### config.mk
export PLATFORM = sky130hd
export DESIGN_NAME = z3_master_arbiter
export DESIGN_NICKNAME = d
export VERILOG_FILES = /design/src/rtl/z3_master_arbiter_pkg.sv /design/src/rtl/z3_master_arbiter_sync2.sv /design/src/rtl/z3_master_arbiter.sv
export SDC_FILE = /design/constraint.sdc
export NUM_CORES = 1
export LEC_CHECK = 0
export ABC_AREA = 1
export CORE_AREA = 3 3 40 42
export DETAILED_ROUTE_END_ITERATION = 8
export DIE_AREA = 0 0 43 45
export GPL_ROUTABILITY_DRIVEN = 0
export PLACE_DENSITY_LB_ADDON = 0.08
export SLEW_MARGIN = 20
export SYNTH_ARGS = -nofsm -noshare
export SYNTH_HDL_FRONTEND = slang
export SYNTH_SLANG_ARGS = --single-unit
### constraint.sdc
create_clock -name CLK -period 0.8 [get_ports CLK]
set_input_delay 0.16 -clock CLK [delete_from_list [all_inputs] [get_ports CLK]]
set_output_delay 0.16 -clock CLK [all_outputs]
set_load 0.03 [all_outputs]
### src/rtl/z3_master_arbiter_pkg.sv
// globalparams -- shared definitions for the Zorro III card logic.
//   Z3_*  : card slave FSM states (the master arbiter watches slave_busy)
//   ARB_* : master bus arbiter FSM states
//   Default timeout / holdoff constants and a counter-width helper.
package globalparams;

  typedef enum logic [2:0] {
    Z3_IDLE  = 3'd0,
    Z3_ADDR  = 3'd1,
    Z3_DATA  = 3'd2,
    Z3_ACK   = 3'd3
  } z3_state_t;

  typedef enum logic [2:0] {
    ARB_IDLE      = 3'd0,
    ARB_REQ       = 3'd1,
    ARB_WAIT_FREE = 3'd2,
    ARB_OWN       = 3'd3,
    ARB_RELEASE   = 3'd4,
    ARB_HOLDOFF   = 3'd5
  } arb_state_t;

  localparam int unsigned ARB_TIMEOUT_DEFAULT = 1024;
  localparam int unsigned ARB_HOLDOFF_DEFAULT = 16;

  // Bits needed for a down-counter loaded with (n-1) for the larger of a, b.
  function automatic int unsigned cnt_width(input int unsigned a, input int unsigned b);
    int unsigned m;
    m = (a > b) ? a : b;
    return (m <= 2) ? 1 : $clog2(m);
  endfunction

endpackage

### src/rtl/z3_master_arbiter_sync2.sv
// sync2 -- two-flop synchronizer for one asynchronous input.
//   CLK      : sampling clock
//   IORST_n  : async active-low reset, both flops forced to RESET_VAL
//   d        : asynchronous input
//   q        : synchronized output (stage 2)
module sync2 #(
  parameter logic RESET_VAL = 1'b0
) (
  input  logic CLK,
  input  logic IORST_n,
  input  logic d,
  output logic q
);

  logic meta;

  always_ff @(posedge CLK or negedge IORST_n) begin
    if (!IORST_n) begin
      meta <= RESET_VAL;
      q    <= RESET_VAL;
    end else begin
      meta <= d;
      q    <= meta;
    end
  end

endmodule

### src/rtl/z3_master_arbiter.sv
// z3_master_arbiter -- obtains Zorro III bus mastership for the NCR DMA engine.
//   CLK, IORST_n : clock, async active-low reset
//   SBR          : NCR bus request (async)          SBG        : grant to NCR
//   BG_n         : Z3 bus grant (async, low)        BR_n       : Z3 bus request (low)
//   FCS_n        : Z3 full cycle strobe (async)     MASTER_OWN : card drives the bus
//   DTACK_n      : Z3 data ack (async)              timeout_err: 1-cycle abort pulse
//   slave_busy   : card slave FSM not in Z3_IDLE (synchronous)
// Optional feature macro: BUS_TIMEOUT_EN (request timeout + holdoff).
//
// state         | meaning
// ARB_IDLE      | no request pending, bus not owned
// ARB_REQ       | BR_n asserted, waiting for BG_n
// ARB_WAIT_FREE | granted, waiting for FCS_n and DTACK_n both high
// ARB_OWN       | card owns bus, SBG to NCR asserted
// ARB_RELEASE   | single cycle of bus release before returning idle
// ARB_HOLDOFF   | forced idle after a timeout abort (BUS_TIMEOUT_EN only)
module z3_master_arbiter
  import globalparams::*;
#(
  parameter int unsigned TIMEOUT_CYCLES = ARB_TIMEOUT_DEFAULT,
  parameter int unsigned HOLDOFF_CYCLES = ARB_HOLDOFF_DEFAULT
) (
  input  logic CLK,
  input  logic IORST_n,
  input  logic SBR,
  output logic SBG,
  input  logic BG_n,
  output logic BR_n,
  input  logic FCS_n,
  input  logic DTACK_n,
  input  logic slave_busy,
  output logic MASTER_OWN,
  output logic timeout_err
);

  logic sbr_s, bg_s, fcs_s, dtack_s;

  sync2 #(.RESET_VAL(1'b0)) u_sync_sbr   (.CLK(CLK), .IORST_n(IORST_n), .d(SBR),     .q(sbr_s));
  sync2 #(.RESET_VAL(1'b1)) u_sync_bg    (.CLK(CLK), .IORST_n(IORST_n), .d(BG_n),    .q(bg_s));
  sync2 #(.RESET_VAL(1'b1)) u_sync_fcs   (.CLK(CLK), .IORST_n(IORST_n), .d(FCS_n),   .q(fcs_s));
  sync2 #(.RESET_VAL(1'b1)) u_sync_dtack (.CLK(CLK), .IORST_n(IORST_n), .d(DTACK_n), .q(dtack_s));

  arb_state_t state, next_state;

`ifdef BUS_TIMEOUT_EN
  localparam int unsigned CNT_W = cnt_width(TIMEOUT_CYCLES, HOLDOFF_CYCLES);

  logic [CNT_W-1:0] cnt;
  logic             cnt_zero;

  assign cnt_zero = (cnt == '0);

  // One down-counter serves both phases: idle keeps it preloaded with the
  // request budget, the abort reloads it with the holdoff length.
  always_ff @(posedge CLK or negedge IORST_n) begin
    if (!IORST_n) begin
      cnt <= '0;
    end else begin
      case (state)
        ARB_IDLE:                cnt <= CNT_W'(TIMEOUT_CYCLES - 1);
        ARB_REQ, ARB_WAIT_FREE:  cnt <= cnt_zero ? CNT_W'(HOLDOFF_CYCLES - 1) : cnt - 1'b1;
        ARB_HOLDOFF:             cnt <= cnt_zero ? cnt : cnt - 1'b1;
        default:                 cnt <= '0;
      endcase
    end
  end
`endif

  always_comb begin
    next_state = state;
    case (state)
      ARB_IDLE:
        if (sbr_s && !slave_busy) next_state = ARB_REQ;
      ARB_REQ:
        if (!sbr_s)               next_state = ARB_IDLE;
`ifdef BUS_TIMEOUT_EN
        else if (cnt_zero)        next_state = ARB_HOLDOFF;
`endif
        else if (!bg_s)           next_state = ARB_WAIT_FREE;
      ARB_WAIT_FREE:
        if (!sbr_s)               next_state = ARB_IDLE;
`ifdef BUS_TIMEOUT_EN
        else if (cnt_zero)        next_state = ARB_HOLDOFF;
`endif
        else if (fcs_s && dtack_s) next_state = ARB_OWN;
      ARB_OWN:
        if (!sbr_s)               next_state = ARB_RELEASE;
      ARB_RELEASE:                next_state = ARB_IDLE;
`ifdef BUS_TIMEOUT_EN
      ARB_HOLDOFF:
        if (cnt_zero)             next_state = ARB_IDLE;
`endif
      default:                    next_state = ARB_IDLE;
    endcase
  end

  // Outputs are flops fed from next_state so they change with the state
  // register and never glitch; reset clears them in the same async event.
  logic br_n_q, own_q;

  always_ff @(posedge CLK or negedge IORST_n) begin
    if (!IORST_n) begin
      state  <= ARB_IDLE;
      br_n_q <= 1'b1;
      own_q  <= 1'b0;
    end else begin
      state  <= next_state;
      br_n_q <= !((next_state == ARB_REQ) || (next_state == ARB_WAIT_FREE));
      own_q  <= (next_state == ARB_OWN);
    end
  end

  assign BR_n       = br_n_q;
  assign MASTER_OWN = own_q;
  assign SBG        = own_q;

`ifdef BUS_TIMEOUT_EN
  logic terr_q;

  always_ff @(posedge CLK or negedge IORST_n) begin
    if (!IORST_n) terr_q <= 1'b0;
    else          terr_q <= (next_state == ARB_HOLDOFF) && (state != ARB_HOLDOFF);
  end

  assign timeout_err = terr_q;
`else
  assign timeout_err = 1'b0;
`endif

endmodule

==> impl_results.html, run 1 <==
<table>
<tr><th>Metric</th><th>Value</th></tr>
<tr><th colspan="2">Timing</th></tr>
<tr><td>Worst Skew</td><td>0.00317 ns</td></tr>
<tr><td>Final worst hold slack</td><td>0.218 ns</td></tr>
<tr><td>Minimum clock period</td><td>1.07 ns</td></tr>
<tr><td>Final worst-path cycle share</td><td>134%</td></tr>
<tr><td>Setup TNS Final</td><td>-0.942 ns</td></tr>
<tr><td>Setup violation total in the final timing report</td><td>8</td></tr>
<tr><td>Max Clk Rate</td><td>0.933 GHz</td></tr>
<tr><td>Final worst slack</td><td>-0.272 ns</td></tr>
<tr><td>Final Hold Violating Endpoints</td><td>0</td></tr>
<tr><td>Setup repair after global routing missed its margin</td><td>yes</td></tr>
<tr><td>Final number of max-transition violations</td><td>0</td></tr>
<tr><th colspan="2">Floorplan</th></tr>
<tr><td>Boundary Pins</td><td>11</td></tr>
<tr><td>Standard-cell rows</td><td>13</td></tr>
<tr><td>Initial standard-cell utilization of the core</td><td>34.3%</td></tr>
<tr><td>Placeable core area</td><td>1280 um^2</td></tr>
<tr><td>Horizontal die dimension</td><td>43 um</td></tr>
<tr><td>Die area</td><td>1940 um^2</td></tr>
<tr><td>Overall die height</td><td>45 um</td></tr>
<tr><th colspan="2">Detailed routing</th></tr>
<tr><td>Remaining routing DRC violations</td><td>0</td></tr>
<tr><td>Antenna violation net count after detailed routing</td><td>0</td></tr>
<tr><td>Number of optimization iterations in the first detailed-route pass</td><td>2</td></tr>
<tr><td>Average vias per placed instance</td><td>4.33</td></tr>
<tr><td>Detailed-route via count</td><td>273</td></tr>
<tr><td>Routed len/inst</td><td>9.90 um</td></tr>
<tr><td>Detailed Route WL</td><td>624 um</td></tr>
<tr><td>DRC violation total after the first TritonRoute iteration</td><td>3</td></tr>
<tr><th colspan="2">Yosys</th></tr>
<tr><td>Syn nets</td><td>40</td></tr>
<tr><td>Share of flip-flops with an asynchronous set or reset after synthesis</td><td>100%</td></tr>
<tr><td>Synthesized-area fraction occupied by ao, oa, aoi and oai cells</td><td>2.84%</td></tr>
<tr><td>Largest family of logic cells by synthesized area</td><td>simple AND/OR/NAND/NOR gates</td></tr>
<tr><td>Library cell with the highest instance count after synthesis</td><td>sky130_fd_sc_hd__dfstp_2</td></tr>
<tr><td>Most instantiated cells after synthesis</td><td>sky130_fd_sc_hd__dfstp_2, sky130_fd_sc_hd__dfrtp_1, sky130_fd_sc_hd__nand2_1</td></tr>
<tr><td>Multiplexer share of the synthesized area</td><td>0%</td></tr>
<tr><td>Fraction of synthesized cell area in xor and xnor cells</td><td>0%</td></tr>
<tr><td>Count of warnings emitted by yosys</td><td>0</td></tr>
<tr><td>Average size of a mapped cell</td><td>13.3 um^2</td></tr>
<tr><td>Synthesized-area fraction occupied by and/or/nand/nor cells</td><td>12.8%</td></tr>
<tr><td>Cell accounting for the most synthesized area</td><td>sky130_fd_sc_hd__dfstp_2</td></tr>
<tr><td>Arithmetic-cell share of the synthesized area counting full adders, half adders and majority gates</td><td>0%</td></tr>
<tr><td>Number of standard cells after synthesis</td><td>33</td></tr>
<tr><td>Top-area cell type share of the netlist area</td><td>41.8%</td></tr>
<tr><td>Number of storage elements in the synthesis netlist</td><td>13</td></tr>
<tr><td>Unique cell type count in the Yosys netlist</td><td>13</td></tr>
<tr><td>Register area share after synthesis</td><td>75.9%</td></tr>
<tr><td>Synth Cell Area</td><td>440 um^2</td></tr>
<tr><td>Area contributors post-synth</td><td>sky130_fd_sc_hd__dfstp_2, sky130_fd_sc_hd__dfrtp_1, sky130_fd_sc_hd__nand2_1</td></tr>
<tr><td>Most used DFF post-synth</td><td>sky130_fd_sc_hd__dfstp_2</td></tr>
<tr><td>EDFF count, synth</td><td>0</td></tr>
<tr><th colspan="2">Setup path</th></tr>
<tr><td>Kind of end point of the critical path</td><td>output pin</td></tr>
<tr><td>Data required time at the worst endpoint</td><td>0.64 ns</td></tr>
<tr><td>Beginning of the critical path</td><td>BR_n$_DFF_PN1_</td></tr>
<tr><td>WP data arrival</td><td>0.91 ns</td></tr>
<tr><td>Stage delay of the slowest cell on the critical path</td><td>0.53 ns</td></tr>
<tr><td>Critical Path Source Type</td><td>flip-flop</td></tr>
<tr><td>Critical path buffer and inverter count</td><td>1</td></tr>
<tr><td>Start-to-end type of the worst setup path</td><td>reg -&gt; out</td></tr>
<tr><td>CP max stage cell</td><td>sky130_fd_sc_hd__dfstp_2</td></tr>
<tr><td>Series of cell instances along the critical path</td><td>buf_6</td></tr>
<tr><td>Reg2reg start</td><td>u_sync_bg.q$_DFF_PN1_</td></tr>
<tr><td>Maximum fanout along the worst path</td><td>1</td></tr>
<tr><td>Crit-path leading delay family</td><td>flip-flops</td></tr>
<tr><th colspan="2">Power</th></tr>
<tr><td>Power per Cell Area</td><td>2020 nW/um^2</td></tr>
<tr><td>Maximum vdd drop</td><td>0.00114 V</td></tr>
<tr><td>Leakage power total</td><td>0.289 nW</td></tr>
<tr><th colspan="2">Global route</th></tr>
<tr><td>Pin count of the biggest net entering global routing</td><td>14</td></tr>
<tr><td>Overall overflow remaining after global route</td><td>0</td></tr>
<tr><td>GRT Overall Usage</td><td>7.28%</td></tr>
<tr><td>Number of global-route vias before repair</td><td>241</td></tr>
<tr><td>Wire length of the first global-routing pass</td><td>979 um</td></tr>
<tr><td>Number of antenna violations at the first check in global routing</td><td>0</td></tr>
<tr><th colspan="2">Clock tree</th></tr>
<tr><td>Root buffer selected by CTS</td><td>sky130_fd_sc_hd__clkbuf_4</td></tr>
<tr><td>Hold-fix buffer count after cts</td><td>0</td></tr>
<tr><td>TritonCTS clock tree</td><td>yes</td></tr>
<tr><td>Number of buffers added by the clock tree synthesis step</td><td>3</td></tr>
<tr><td>Register clock-pin slew on the reported worst setup and hold paths</td><td>0.07 ns</td></tr>
<tr><td>Depth of the CTS H-tree</td><td>1</td></tr>
<tr><td>Clk_lat worst skew</td><td>0.26 ns</td></tr>
<tr><td>Clock sinks</td><td>13</td></tr>
<tr><td>Number of buffers on the longest clock path</td><td>2</td></tr>
<tr><th colspan="2">Final layout</th></tr>
<tr><td>Layout cell share with drive strength beyond 1</td><td>60.4%</td></tr>
<tr><td>Diodes inserted</td><td>0</td></tr>
<tr><td>Net total in the final layout</td><td>56</td></tr>
<tr><td>Number of standard cells in the final layout excluding fillers</td><td>63</td></tr>
<tr><td>Relative area change from synthesis to final layout</td><td>44.6%</td></tr>
<tr><th colspan="2">Placement</th></tr>
<tr><td>Worst Setup Slack post-DPL</td><td>-0.140 ns</td></tr>
<tr><td>Number of I/O port buffers</td><td>9</td></tr>
<tr><td>Total half-perimeter wirelength after legalization and detailed placement</td><td>456 um</td></tr>
<tr><td>Count of placed standard cells including taps</td><td>56</td></tr>
<tr><th colspan="2">Outcome</th></tr>
<tr><td>Status</td><td>finished with violations</td></tr>
<tr><td>Failing checks</td><td>negative setup slack</td></tr>
<tr><th colspan="2">Job</th></tr>
<tr><td>Max cap viols</td><td>0</td></tr>
<tr><th colspan="2">Hold path</th></tr>
<tr><td>Worst min path class</td><td>in -&gt; async</td></tr>
</table>
==> cells by family after synthesis <==
kind of cell,Yosys count
buf+inv,7
compound gates,2
simple gates,10
other cells,1
flops,13
==> area by class of cell <==
type,instances,area [um^2]
repair buffers,13,136
multi-input cells,13,101
fillers,118,648
inverters,5,18.8
clock buffers,4,26.3
flip-flops and latches,13,335
well taps,15,18.8
==> metal layers <==
| layer | wire, um | part of all wire, % | vias up | global-route usage (%) |
|---|---|---|---|---|
| met5 | 0 | 0 | - | 0 |
| met4 | 0 | 0 | 0 | 5.42 |
| met3 | 57 | 9.1 | 0 | 2.79 |
| met2 | 325 | 52 | 11 | 11.4 |
| met1 | 241 | 39 | 135 | 8.10 |
| li1 | - | - | 127 | - |
==> per-stage QoR <==
step	util, %	power [W]	area (um^2)
6_report	49.6	0.00129	637
5_1_grt	49.6	0.00135	637
4_1_cts	46.7	0.00129	601
3_5_place_dp	42.6	0.000885	548
3_3_place_gp	42.6	0.000877	548
2_1_floorplan	-	0.000811	445
==> cell usage in the layout (no fill, tap or decap), drive strengths merged <==
cell	n
nor4	1
conb	1
and2	1
dfstp	7
o21ai	1
nand2	6
clkdlybuf4s50	6
nand3	1
buf	7
dfrtp	6
inv	5
o211ai	1
clkbuf	4
nor2	1
==> sequential cells by signal, summed over array words and instances, names as in the netlist <==
register	cells
BR_n	1
MASTER_OWN	1
state	3
u_sync_bg.meta	1
u_sync_bg.q	1
u_sync_dtack.meta	1
u_sync_dtack.q	1
u_sync_fcs.meta	1
u_sync_fcs.q	1
u_sync_sbr.meta	1
u_sync_sbr.q	1
==> final timing paths <==
path | to | slack (ns) | depth (start not counted)
worst max-delay path | BR_n | -0.27 | 1
worst min-delay path | MASTER_OWN$_DFF_PN0_ | 0.22 | 2
worst max register to register | state[1]$_DFF_PN0_ | -0.10 | 4
worst min register to register | u_sync_sbr.q$_DFF_PN0_ | 0.35 | 0
max in group asynchronous | u_sync_bg.meta$_DFF_PN1_ | 0.38 | 2
min in group CLK | u_sync_dtack.meta$_DFF_PN1_ | 0.30 | 1
==> report_power, final <==
group	leakage (nW)	switching [W]	internal (W)	total (W)
registers	0.149	0.0000203	0.000713	0.000733
clock network	0.0150	0.000175	0.000192	0.000368
logic	0.125	0.0000939	0.0000917	0.000186
total	0.289	0.000289	0.000997	0.00129
==> timing repair <==
action | CTS | global route
pin swaps | 3 | 4
setup endpoints to repair | 8 | 8
hold endpoints to repair | 0 | 0
resized for setup | 7 | 5
buffers inserted | 0 | 3
Note: power is estimated with default switching activity, not from simulation.
==> inputs of run 2 (changes only) <==
Settings changed: TNS_END_PERCENT set to 50.
==> run 2 against run 1 <==
- the run still ends with negative setup slack left
- critical path depth did not move
- non-clock buffer count fell by 3
- critical path type unchanged
- register-to-register slack barely moved
==> impl_results.html, run 2 (synthesized netlist as in run 1, its figures left out) <==
<table>
<tr><th>Metric</th><th>Value</th></tr>
<tr><th colspan="2">Setup path</th></tr>
<tr><td>Critical Path Source Type</td><td>flip-flop (unchanged)</td></tr>
<tr><td>Start-to-end type of the worst setup path</td><td>reg -&gt; out (unchanged)</td></tr>
<tr><td>WP data arrival</td><td>0.91 ns (about the same)</td></tr>
<tr><td>Critical path buffer and inverter count</td><td>1 (unchanged)</td></tr>
<tr><td>Reg2reg start</td><td>u_sync_bg.q$_DFF_PN1_ (unchanged)</td></tr>
<tr><td>Kind of end point of the critical path</td><td>output pin (unchanged)</td></tr>
<tr><td>Series of cell instances along the critical path</td><td>buf_6 (unchanged)</td></tr>
<tr><td>Register-to-Register Setup Slack</td><td>-0.10 ns (about the same)</td></tr>
<tr><td>Data required time at the worst endpoint</td><td>0.64 ns (about the same)</td></tr>
<tr><td>Crit-path leading delay family</td><td>flip-flops (unchanged)</td></tr>
<tr><td>Cell count of the worst reg-to-reg path</td><td>4 (unchanged)</td></tr>
<tr><td>CP max stage cell</td><td>sky130_fd_sc_hd__dfstp_2 (unchanged)</td></tr>
<tr><td>Maximum fanout along the worst path</td><td>1 (unchanged)</td></tr>
<tr><td>R2R Path End</td><td>state[1]$_DFF_PN0_ (unchanged)</td></tr>
<tr><td>Stage delay of the slowest cell on the critical path</td><td>0.53 ns (about the same)</td></tr>
<tr><th colspan="2">Timing</th></tr>
<tr><td>Worst Skew</td><td>0.00317 ns (unchanged)</td></tr>
<tr><td>Max Clk Rate</td><td>0.933 GHz (about the same)</td></tr>
<tr><td>Minimum clock period</td><td>1.07 ns (about the same)</td></tr>
<tr><td>Final worst hold slack</td><td>0.218 ns (about the same)</td></tr>
<tr><td>Setup repair after global routing missed its margin</td><td>yes (unchanged)</td></tr>
<tr><td>Final Hold Violating Endpoints</td><td>0 (unchanged)</td></tr>
<tr><td>Final worst slack</td><td>-0.271 ns (was -0.272 ns)</td></tr>
<tr><td>Setup violation total in the final timing report</td><td>7 (was 8)</td></tr>
<tr><td>Final worst-path cycle share</td><td>134% (about the same)</td></tr>
<tr><td>Final number of max-transition violations</td><td>0 (unchanged)</td></tr>
<tr><th colspan="2">Outcome</th></tr>
<tr><td>Status</td><td>finished with violations (unchanged)</td></tr>
<tr><td>Failing checks</td><td>negative setup slack (unchanged)</td></tr>
<tr><th colspan="2">Clock tree</th></tr>
<tr><td>Setup bufs post-CTS</td><td>0 (unchanged)</td></tr>
<tr><td>Depth of the CTS H-tree</td><td>1 (unchanged)</td></tr>
<tr><td>Number of buffers on the longest clock path</td><td>2 (unchanged)</td></tr>
<tr><td>Clk_lat worst skew</td><td>0.26 ns (about the same)</td></tr>
<tr><td>TritonCTS clock tree</td><td>yes (unchanged)</td></tr>
<tr><td>Number of buffers added by the clock tree synthesis step</td><td>3 (unchanged)</td></tr>
<tr><td>Clock sinks</td><td>13 (unchanged)</td></tr>
<tr><td>Root buffer selected by CTS</td><td>sky130_fd_sc_hd__clkbuf_4 (unchanged)</td></tr>
<tr><td>Register clock-pin slew on the reported worst setup and hold paths</td><td>0.07 ns (about the same)</td></tr>
<tr><td>Hold-fix buffer count after cts</td><td>0 (unchanged)</td></tr>
<tr><th colspan="2">Floorplan</th></tr>
<tr><td>Placeable core area</td><td>1280 um^2 (unchanged)</td></tr>
<tr><td>Overall die height</td><td>45 um (unchanged)</td></tr>
<tr><td>Horizontal die dimension</td><td>43 um (unchanged)</td></tr>
<tr><td>Die area</td><td>1940 um^2 (unchanged)</td></tr>
<tr><td>Boundary Pins</td><td>11 (unchanged)</td></tr>
<tr><td>Initial standard-cell utilization of the core</td><td>34.3% (unchanged)</td></tr>
<tr><td>Standard-cell rows</td><td>13 (unchanged)</td></tr>
<tr><th colspan="2">Global route</th></tr>
<tr><td>Number of antenna violations at the first check in global routing</td><td>0 (unchanged)</td></tr>
<tr><td>Pin count of the biggest net entering global routing</td><td>14 (unchanged)</td></tr>
<tr><td>Wire length of the first global-routing pass</td><td>979 um (unchanged)</td></tr>
<tr><td>Number of global-route vias before repair</td><td>241 (unchanged)</td></tr>
<tr><td>GRT Overall Usage</td><td>7.28% (unchanged)</td></tr>
<tr><td>Overall overflow remaining after global route</td><td>0 (unchanged)</td></tr>
<tr><th colspan="2">Placement</th></tr>
<tr><td>Placed standard-cell area</td><td>548 um^2 (unchanged)</td></tr>
<tr><td>Number of I/O port buffers</td><td>9 (unchanged)</td></tr>
<tr><td>Total half-perimeter wirelength after legalization and detailed placement</td><td>456 um (unchanged)</td></tr>
<tr><td>Count of placed standard cells including taps</td><td>56 (unchanged)</td></tr>
<tr><th colspan="2">Detailed routing</th></tr>
<tr><td>Routed len/inst</td><td>10.0 um (was 9.90 um)</td></tr>
<tr><td>Antenna violation net count after detailed routing</td><td>0 (unchanged)</td></tr>
<tr><td>Remaining routing DRC violations</td><td>0 (unchanged)</td></tr>
<tr><td>Detailed Route WL</td><td>602 um (was 624 um)</td></tr>
<tr><td>Detailed-route via count</td><td>256 (was 273)</td></tr>
<tr><td>Number of optimization iterations in the first detailed-route pass</td><td>2 (unchanged)</td></tr>
<tr><td>Average vias per placed instance</td><td>4.27 (was 4.33)</td></tr>
<tr><td>DRC violation total after the first TritonRoute iteration</td><td>1 (was 3)</td></tr>
<tr><th colspan="2">Power</th></tr>
<tr><td>Leakage power total</td><td>0.277 nW (was 0.289 nW)</td></tr>
<tr><td>Power per Cell Area</td><td>2090 nW/um^2 (was 2020 nW/um^2)</td></tr>
<tr><td>Maximum vdd drop</td><td>0.00113 V (was 0.00114 V)</td></tr>
<tr><th colspan="2">Final layout</th></tr>
<tr><td>Number of standard cells in the final layout excluding fillers</td><td>60 (was 63)</td></tr>
<tr><td>Flip-flop count of the largest register, all copies and words added</td><td>3 (unchanged)</td></tr>
<tr><td>Relative area change from synthesis to final layout</td><td>36.9% (was 44.6%)</td></tr>
<tr><td>Commonest non-fill, non-tap cell in the layout</td><td>sky130_fd_sc_hd__dfstp_2 (unchanged)</td></tr>
<tr><td>Layout cell share with drive strength beyond 1</td><td>53.3% (was 60.4%)</td></tr>
<tr><td>Final cell area excluding filler cells</td><td>603 um^2 (was 637 um^2)</td></tr>
<tr><td>Net total in the final layout</td><td>53 (was 56)</td></tr>
<tr><td>Highest-count cells in the layout ignoring fill and taps</td><td>sky130_fd_sc_hd__dfstp_2, sky130_fd_sc_hd__clkdlybuf4s50_1, sky130_fd_sc_hd__dfrtp_1, sky130_fd_sc_hd__nand2_1 (was sky130_fd_sc_hd__dfstp_2, sky130_fd_sc_hd__clkdlybuf4s50_1, sky130_fd_sc_hd__dfrtp_1)</td></tr>
<tr><td>Diodes inserted</td><td>0 (unchanged)</td></tr>
<tr><td>Biggest register</td><td>state (unchanged)</td></tr>
<tr><th colspan="2">Hold path</th></tr>
<tr><td>Worst min path class</td><td>in -&gt; async (unchanged)</td></tr>
<tr><th colspan="2">Job</th></tr>
<tr><td>Max cap viols</td><td>0 (unchanged)</td></tr>
</table>
-- run 2: cell types whose count changed in the layout (fill, tap and decap cells not counted) --
cell,before,now
sky130_fd_sc_hd__inv_2,3,2
sky130_fd_sc_hd__nor4_2,0,1
sky130_fd_sc_hd__nor4_4,1,0
sky130_fd_sc_hd__inv_1,2,3
sky130_fd_sc_hd__buf_4,3,0
sky130_fd_sc_hd__nand2_1,3,4
sky130_fd_sc_hd__nand2_2,3,2
-- run 2: per-layer routing --
layer,track usage [%],up-vias,routed length (um)
li1,-,121,-
met3,2.79,0,57
met4,5.42,0,0
met5,0,-,0
met1,8.10,124,240
met2,11.4,11,305
-- run 2: how the worst max path moves through the flow --
stage          slack, ns                  to                   from  cells after the start
3_3_place_gp       -0.13      BR_n$_DFF_PN1_             slave_busy                      3
4_1_cts            -0.29                BR_n         BR_n$_DFF_PN1_                      1
3_5_place_dp       -0.14  state[0]$_DFF_PN0_             slave_busy                      4
2_1_floorplan      -0.06  state[1]$_DFF_PN0_  u_sync_bg.q$_DFF_PN1_                      4
5_1_grt            -0.30                BR_n         BR_n$_DFF_PN1_                      1
6_report           -0.27                BR_n         BR_n$_DFF_PN1_                      1
-- run 2: through the flow --
| stage | setup WS [ns] | utilization, % | setup TNS, ns | power, W |
|---|---|---|---|---|
| after floorplan | -0.0646 | - | -0.120 | 0.000811 |
| after global placement | -0.128 | 42.6 | -0.352 | 0.000877 |
| after detailed placement | -0.140 | 42.6 | -0.398 | 0.000885 |
| after CTS | -0.291 | 46.5 | -1.04 | 0.00129 |
| after global routing | -0.302 | 46.9 | -1.26 | 0.00132 |
| final | -0.271 | 46.9 | -0.924 | 0.00126 |
-- run 2: where the power goes --
part | total, W | switching, W | internal [W]
registers | 0.000734 | 0.0000214 | 0.000713
logic | 0.000161 | 0.0000831 | 0.0000775
clock network | 0.000368 | 0.000175 | 0.000192
-- run 2: what timing repair did --
action	CTS	global route
pin swaps	2	1
resized for setup	6	3
endpoints found under the hold margin	0	0
endpoints found under the setup margin	8	8
-- run 2: cell type report --
| type | count | area [um^2] |
|---|---|---|
| fillers | 124 | 682 |
| well taps | 15 | 18.8 |
| inverters | 5 | 18.8 |
| multi-input cells | 13 | 90.1 |
| repair buffers | 10 | 114 |
| clock buffers | 4 | 26.3 |
| flip-flops and latches | 13 | 335 |
